<file path="src/rtl/fifo_param_pkg.sv">
// Shared defaults, width helpers and read-mode enum for the parametrised FIFO.
package fifo_param_pkg;

    localparam int unsigned DEF_DATA_W    = 32;
    localparam int unsigned DEF_DEPTH     = 32;
    localparam int unsigned DEF_AF_THRESH = DEF_DEPTH - 4;
    localparam int unsigned DEF_AE_THRESH = 4;

    typedef enum logic {
        STD  = 1'b0,
        FWFT = 1'b1
    } fifo_mode_t;

    // Pointer width for a power-of-two depth.
    function automatic int unsigned ptr_w(input int unsigned depth);
        return $clog2(depth);
    endfunction

    // Occupancy width: must represent 0..depth inclusive.
    function automatic int unsigned cnt_w(input int unsigned depth);
        return $clog2(depth) + 1;
    endfunction

endpackage

</file>
<file path="src/rtl/fifo_ram.sv">
// Simple dual-port storage: synchronous write, asynchronous read.
module fifo_ram
    import fifo_param_pkg::*;
#(
    parameter int unsigned DATA_W = DEF_DATA_W,
    parameter int unsigned DEPTH  = DEF_DEPTH
) (
    input  logic                     CLK,
    input  logic                     we,
    input  logic [ptr_w(DEPTH)-1:0]  waddr,
    input  logic [DATA_W-1:0]        wdata,
    input  logic [ptr_w(DEPTH)-1:0]  raddr,
    output logic [DATA_W-1:0]        rdata
);

    logic [DATA_W-1:0] mem [DEPTH];

    // Write port; contents are deliberately not reset.
    always_ff @(posedge CLK) begin
        if (we) begin
            mem[waddr] <= wdata;
        end
    end

    // Read port is a plain array lookup so FWFT can present data immediately.
    assign rdata = mem[raddr];

endmodule

</file>
<file path="src/rtl/param_sync_fifo.sv">
// Single-clock FIFO with configurable width/depth, thresholds, FWFT option
// and sticky overflow/underflow flags.
module param_sync_fifo
    import fifo_param_pkg::*;
#(
    parameter int unsigned DATA_W    = DEF_DATA_W,
    parameter int unsigned DEPTH     = DEF_DEPTH,
    parameter int unsigned AF_THRESH = DEPTH - 4,
    parameter int unsigned AE_THRESH = DEF_AE_THRESH,
    parameter int unsigned FWFT      = 0
) (
    input  logic                     CLK,
    input  logic                     RST,
    input  logic                     wr_en,
    input  logic [DATA_W-1:0]        wr_data,
    input  logic                     rd_en,
    output logic [DATA_W-1:0]        rd_data,
    output logic                     rd_valid,
    output logic                     full,
    output logic                     empty,
    output logic                     almost_full,
    output logic                     almost_empty,
    output logic [cnt_w(DEPTH)-1:0]  count,
    output logic                     overflow,
    output logic                     underflow,
    input  logic                     clr_err
);

    localparam int unsigned AW = ptr_w(DEPTH);
    localparam int unsigned CW = cnt_w(DEPTH);
    localparam fifo_mode_t  MODE = (FWFT != 0) ? fifo_param_pkg::FWFT : fifo_param_pkg::STD;

    typedef logic [AW-1:0] ptr_t;
    typedef logic [CW-1:0] cnt_t;

    ptr_t              wptr;
    ptr_t              rptr;
    cnt_t              cnt;
    logic              push_c;
    logic              pop_c;
    logic [DATA_W-1:0] ram_rdata;

    // Flags decode the registered occupancy.
    assign empty        = (cnt == '0);
    assign full         = (cnt == CW'(DEPTH));
    assign almost_full  = (cnt >= CW'(AF_THRESH));
    assign almost_empty = (cnt <= CW'(AE_THRESH));
    assign count        = cnt;

    // A full FIFO still accepts a write when a pop frees a slot in the same cycle.
    assign pop_c  = rd_en && !empty;
    assign push_c = wr_en && (!full || pop_c);

    fifo_ram #(
        .DATA_W (DATA_W),
        .DEPTH  (DEPTH)
    ) u_ram (
        .CLK    (CLK),
        .we     (push_c),
        .waddr  (wptr),
        .wdata  (wr_data),
        .raddr  (rptr),
        .rdata  (ram_rdata)
    );

    // Pointers and occupancy.
    always_ff @(posedge CLK) begin
        if (RST) begin
            wptr <= '0;
            rptr <= '0;
            cnt  <= '0;
        end else begin
            if (push_c) begin
                wptr <= wptr + AW'(1);
            end
            if (pop_c) begin
                rptr <= rptr + AW'(1);
            end
            if (push_c && !pop_c) begin
                cnt <= cnt + CW'(1);
            end else if (pop_c && !push_c) begin
                cnt <= cnt - CW'(1);
            end
        end
    end

    // Sticky error flags; clearing wins over a coincident new error.
    always_ff @(posedge CLK) begin
        if (RST || clr_err) begin
            overflow  <= 1'b0;
            underflow <= 1'b0;
        end else begin
            if (wr_en && !push_c) begin
                overflow <= 1'b1;
            end
            if (rd_en && !pop_c) begin
                underflow <= 1'b1;
            end
        end
    end

    generate
        if (MODE == fifo_param_pkg::FWFT) begin : g_fwft
            // Head word is presented as soon as it is stored.
            assign rd_data  = ram_rdata;
            assign rd_valid = !empty;
        end else begin : g_std
            logic [DATA_W-1:0] rd_data_q;
            logic              rd_valid_q;

            // Registered read stage: data one cycle after the pop, held otherwise.
            always_ff @(posedge CLK) begin
                if (RST) begin
                    rd_data_q  <= '0;
                    rd_valid_q <= 1'b0;
                end else begin
                    rd_valid_q <= pop_c;
                    if (pop_c) begin
                        rd_data_q <= ram_rdata;
                    end
                end
            end

            assign rd_data  = rd_data_q;
            assign rd_valid = rd_valid_q;
        end
    endgenerate

endmodule

</file>
<file path="config.mk">
export PLATFORM = sky130hd
export DESIGN_NAME = param_sync_fifo
export DESIGN_NICKNAME = d
export VERILOG_FILES = /design/src/rtl/fifo_param_pkg.sv /design/src/rtl/fifo_ram.sv /design/src/rtl/param_sync_fifo.sv
export SDC_FILE = /design/constraint.sdc
export NUM_CORES = 1
export LEC_CHECK = 0
export ABC_AREA = 0
export BUFFER_PORTS_ARGS = -buffer_cell sky130_fd_sc_hd__buf_2
export CORE_MARGIN = 1.5
export CORE_UTILIZATION = 28
export DETAILED_ROUTE_END_ITERATION = 8
export PLACE_DENSITY_LB_ADDON = 0.2
export SYNTH_ARGS = -nofsm -noshare
export SYNTH_HDL_FRONTEND = slang
export SYNTH_SLANG_ARGS = --single-unit
</file>
<file path="constraint.sdc">
create_clock -name CLK -period 6.1 [get_ports CLK]
set_clock_uncertainty 0.1 [all_clocks]
set_input_delay 0.915 -clock CLK [delete_from_list [all_inputs] [get_ports CLK]]
set_output_delay 0.915 -clock CLK [all_outputs]
set_load 0.02 [all_outputs]
</file>
==> out/qor.txt <==
GLOBAL ROUTING
-------------------------------------------------------------------------------------
Vias in the first global route .........................................       20,700
GR met3 Demand/Resource ................................................       0.0256
Largest net degree at the start of global routing ......................           74
Number of antenna violations at the first check in global routing ......            4
GRT busiest layer ......................................................         met2
Overall global routing resource usage ..................................        0.154
Wire length of the first global-routing pass ...........................   162,000 um
Grt total ovfl .........................................................            0
Global routing met2 resource utilization ...............................        0.242
Met1 track demand over resource in global routing ......................        0.216

TIMING
-------------------------------------------------------------------------------------
Headroom to the max-slew limit .........................................        0.140
Highest clock frequency the design can meet ............................      266 MHz
Fin crit share .........................................................        0.616
Setup violators final ..................................................            0
Final min period .......................................................      3.76 ns
Final setup slack of the worst path ....................................      2.34 ns
Hold Worst Slack .......................................................     0.334 ns
Slew at the pin closest to its max-slew limit ..........................      1.29 ns
Count of final hold-check violations ...................................            0
Count of final max-slew check failures .................................            0
Unrepaired setup endpoints after global routing ........................        false
Setup TNS ..............................................................         0 ns

SETUP PATH
-------------------------------------------------------------------------------------
Reg-to-Reg End ......................................................... u_ram.mem[24][22]
Category of the worst setup path capture point .........................    flip-flop
Signal arrival time at the worst endpoint ..............................      4.04 ns
Critical path origin ...................................................     count[3]
Setup CP Type .......................................................... flip-flop to flip-flop
Worst Reg-to-Reg Cells .................................................            5
Source of the worst register-to-register timing path ...................     count[3]
Worst R2R Setup Slack ..................................................      2.34 ns
Critical path buffers and inverters ....................................            1
Slowest Stage Delay on Critical Path ...................................      1.09 ns
Highest-delay cell along the critical path .............................       nor2_4
Startpoint types .......................................................    flip-flop
Largest delay share family, worst path ................................. simple AND/OR/NAND/NOR gates
Max Fanout on Critical Path ............................................           29
Worst path required time ...............................................      6.39 ns
CP Cell Sequence ....................................................... or4_4 -> o41a_1 -> nand2_1 -> nor2_4 -> buf_4

SYNTHESIS
-------------------------------------------------------------------------------------
Most common cell in the netlist ........................................     edfxtp_1
Proportion of synthesized chip area in sequential cells ................        0.775
Number of synthesized flops with an enable pin .........................        1,024
Mapped cell area .......................................................  0.0410 mm^2
Post-synth top flop ....................................................     edfxtp_1
Async set-or-reset flop fraction in the synthesized netlist ............            0
Unique cell type count in the Yosys netlist ............................           52
Main area contributors after synthesis ................................. edfxtp_1, mux4_2, mux2i_1
Most area-hungry cell type in the Yosys netlist ........................     edfxtp_1
Total of warnings raised by yosys ......................................            0
Area share of the largest cell type after synthesis ....................        0.750
Yosys reg bits .........................................................        1,075
Syn Area/Cell ..........................................................    19.7 um^2
Most used standard cells in the synthesized netlist .................... edfxtp_1, mux2i_1, mux4_2, nor2_1, mux2_2
Number of nets produced by synthesis ...................................        2,130
Synthesized netlist cell count .........................................        2,082

CTS
-------------------------------------------------------------------------------------
CTS H-tree depth .......................................................            3
Hold bufs inserted after CTS ...........................................            0
TritonCTS clock tree ...................................................          yes
Root buffer cell .......................................................    clkbuf_16
Number of buffers created by CTS .......................................          115
Clock-pin slew of the registers on the worst-case setup and hold paths .      0.06 ns
Clock latency on the worst-skew pair ...................................      0.69 ns
Clock Tree Buf Depth ...................................................            3
CTS-repair resized insts ...............................................            0
Post-CTS Setup Repair Bufs .............................................            0
Clk sink count .........................................................        1,075

LAYOUT
-------------------------------------------------------------------------------------
Post-layout nets .......................................................        2,250
Final standard cell count with taps included and fillers excluded ......        4,220
Multi-input gate area .................................................. 0.00887 mm^2
FF/Latch Area ..........................................................  0.0318 mm^2
Fill cell count ........................................................       13,800
Signed area change from the synthesized netlist to the final layout ....        16.0%
Util after Layout ......................................................        0.327
Share of post-route cells with drive strength above 1 ..................        0.230
Final Cell Area ........................................................  0.0476 mm^2

HOLD PATH
-------------------------------------------------------------------------------------
Worst hold path class .................................................. input port to flip-flop
Origin of the worst min-delay path .....................................      clr_err
Depth of the worst hold-timing path ....................................            2
Hold EP ................................................................     overflow

POWER
-------------------------------------------------------------------------------------
Fraction of power consumed by combinational cells ......................        0.183
Net switching fraction of the power ....................................        0.268
Largest vdd supply drop ................................................   0.000232 V
Post-route total power .................................................      18.7 mW
Clock group share of total power .......................................        0.361
Leakage component of the power .........................................      14.6 nW
Int Pwr ................................................................      13.7 mW
Relative contribution of sequential cells to total power ...............        0.456
Switching power ........................................................      5.02 mW
Power density normalized to cell area ..................................  394 mW/mm^2

PLACED DESIGN
-------------------------------------------------------------------------------------
Post-Place Worst Slack .................................................      1.86 ns
Weighted congestion at the end of routability-driven global placement ..        0.781
# placed instances .....................................................        4,002
Area post-placement ....................................................  0.0439 mm^2
Number of input and output port buffers inserted .......................           81
HPWL after detailed placement ..........................................    70,000 um

RUN
-------------------------------------------------------------------------------------
Max-cap viol count .....................................................            0

DETAILED ROUTING
-------------------------------------------------------------------------------------
DRT iter0 DRCs .........................................................        1,954
Number of vias after detailed routing ..................................       20,400
Post-detailed-route via-to-cell ratio ..................................         4.83
First drt pass iteration count .........................................            6
Total DRC errors in the routed layout ..................................            0
Detailed-route wire length .............................................   115,000 um
Post-DRT Antenna Nets ..................................................            0
Routed wirelength normalized by instance count .........................      27.3 um

DIE
-------------------------------------------------------------------------------------
Num ports ..............................................................           82
Area of the core .......................................................   0.145 mm^2
Total die area .........................................................   0.149 mm^2
Initial Util ...........................................................        0.282
Floorplan die height ...................................................       386 um
Count of standard-cell rows ............................................          140
Floorplan die width ....................................................       386 um

OUTCOME
-------------------------------------------------------------------------------------
Result of the run ......................................................    completed

worst max path at each step:
stage,end,cells past startpoint,slack [ns]
floorplan,u_ram.mem[21][0],4,2.79
global placement,u_ram.mem[24][19],5,1.92
detailed placement,u_ram.mem[24][19],5,1.86
CTS,u_ram.mem[24][22],5,2.27
global route,u_ram.mem[24][22],5,2.15
finish,u_ram.mem[24][22],5,2.34
sequential cells by signal, indices dropped and copies added (netlist names):
| register | flops |
|---|---|
| count | 6 |
| wptr | 5 |
| u_ram.mem | 1024 |
| overflow | 1 |
| underflow | 1 |
| rd_valid | 1 |
| rd_data | 32 |
| rptr | 5 |
power groups by stage:
stage	registers (mW)	logic [mW]	clock network [mW]
CTS	8.55	3.48	6.91
global route	8.56	3.65	7.19
finish	8.54	3.42	6.77
global placement	8.70	3.46	0
floorplan	8.58	2.36	0
detailed placement	8.70	3.47	0
metal layers:
metal	part of all wire	vias to the layer above
met3	0.058	152
met1	0.45	10800
met4	0.029	0
met2	0.47	605
li1	-	8804
met5	0	-
layout by cell type (no fill, tap or decap), drive strengths merged, types with 29 or more instances in the layout:
cell type  synthesis  final
a21oi             42     42
a221oi            31     31
a22o              31     31
a22oi             63     63
buf               64    126
clkbuf            59    179
clkinv             0     29
dfxtp             51     51
edfxtp          1024   1024
mux2              64     64
mux2i            192    192
mux4             129    129
nand3             35     35
nor2             113    113
nor4              32     32
o22ai             63     63
kinds of logic after synthesis:
group	synth area share
flip-flops	0.775
AO/OA/AOI/OAI	0.0420
XOR/XNOR	0.00256
AND/OR/NAND/NOR	0.0262
adder cells (fa/ha/maj)	0.00354
buffers and inverters	0.0151
multiplexers	0.135
final cells by class:
| class | instances | share of cell area |
|---|---|---|
| timing repair buffer | 126 | 0.0169 |
| clock inverter | 37 | 0.00660 |
| inverter | 9 | 0.000710 |
| multi-input combinational | 875 | 0.186 |
| clock buffer | 179 | 0.0705 |
| sequential | 1075 | 0.668 |
| antenna | 2 | 0.000105 |
| tap | 1917 | 0.0504 |
(Power assumes the default switching activity.)
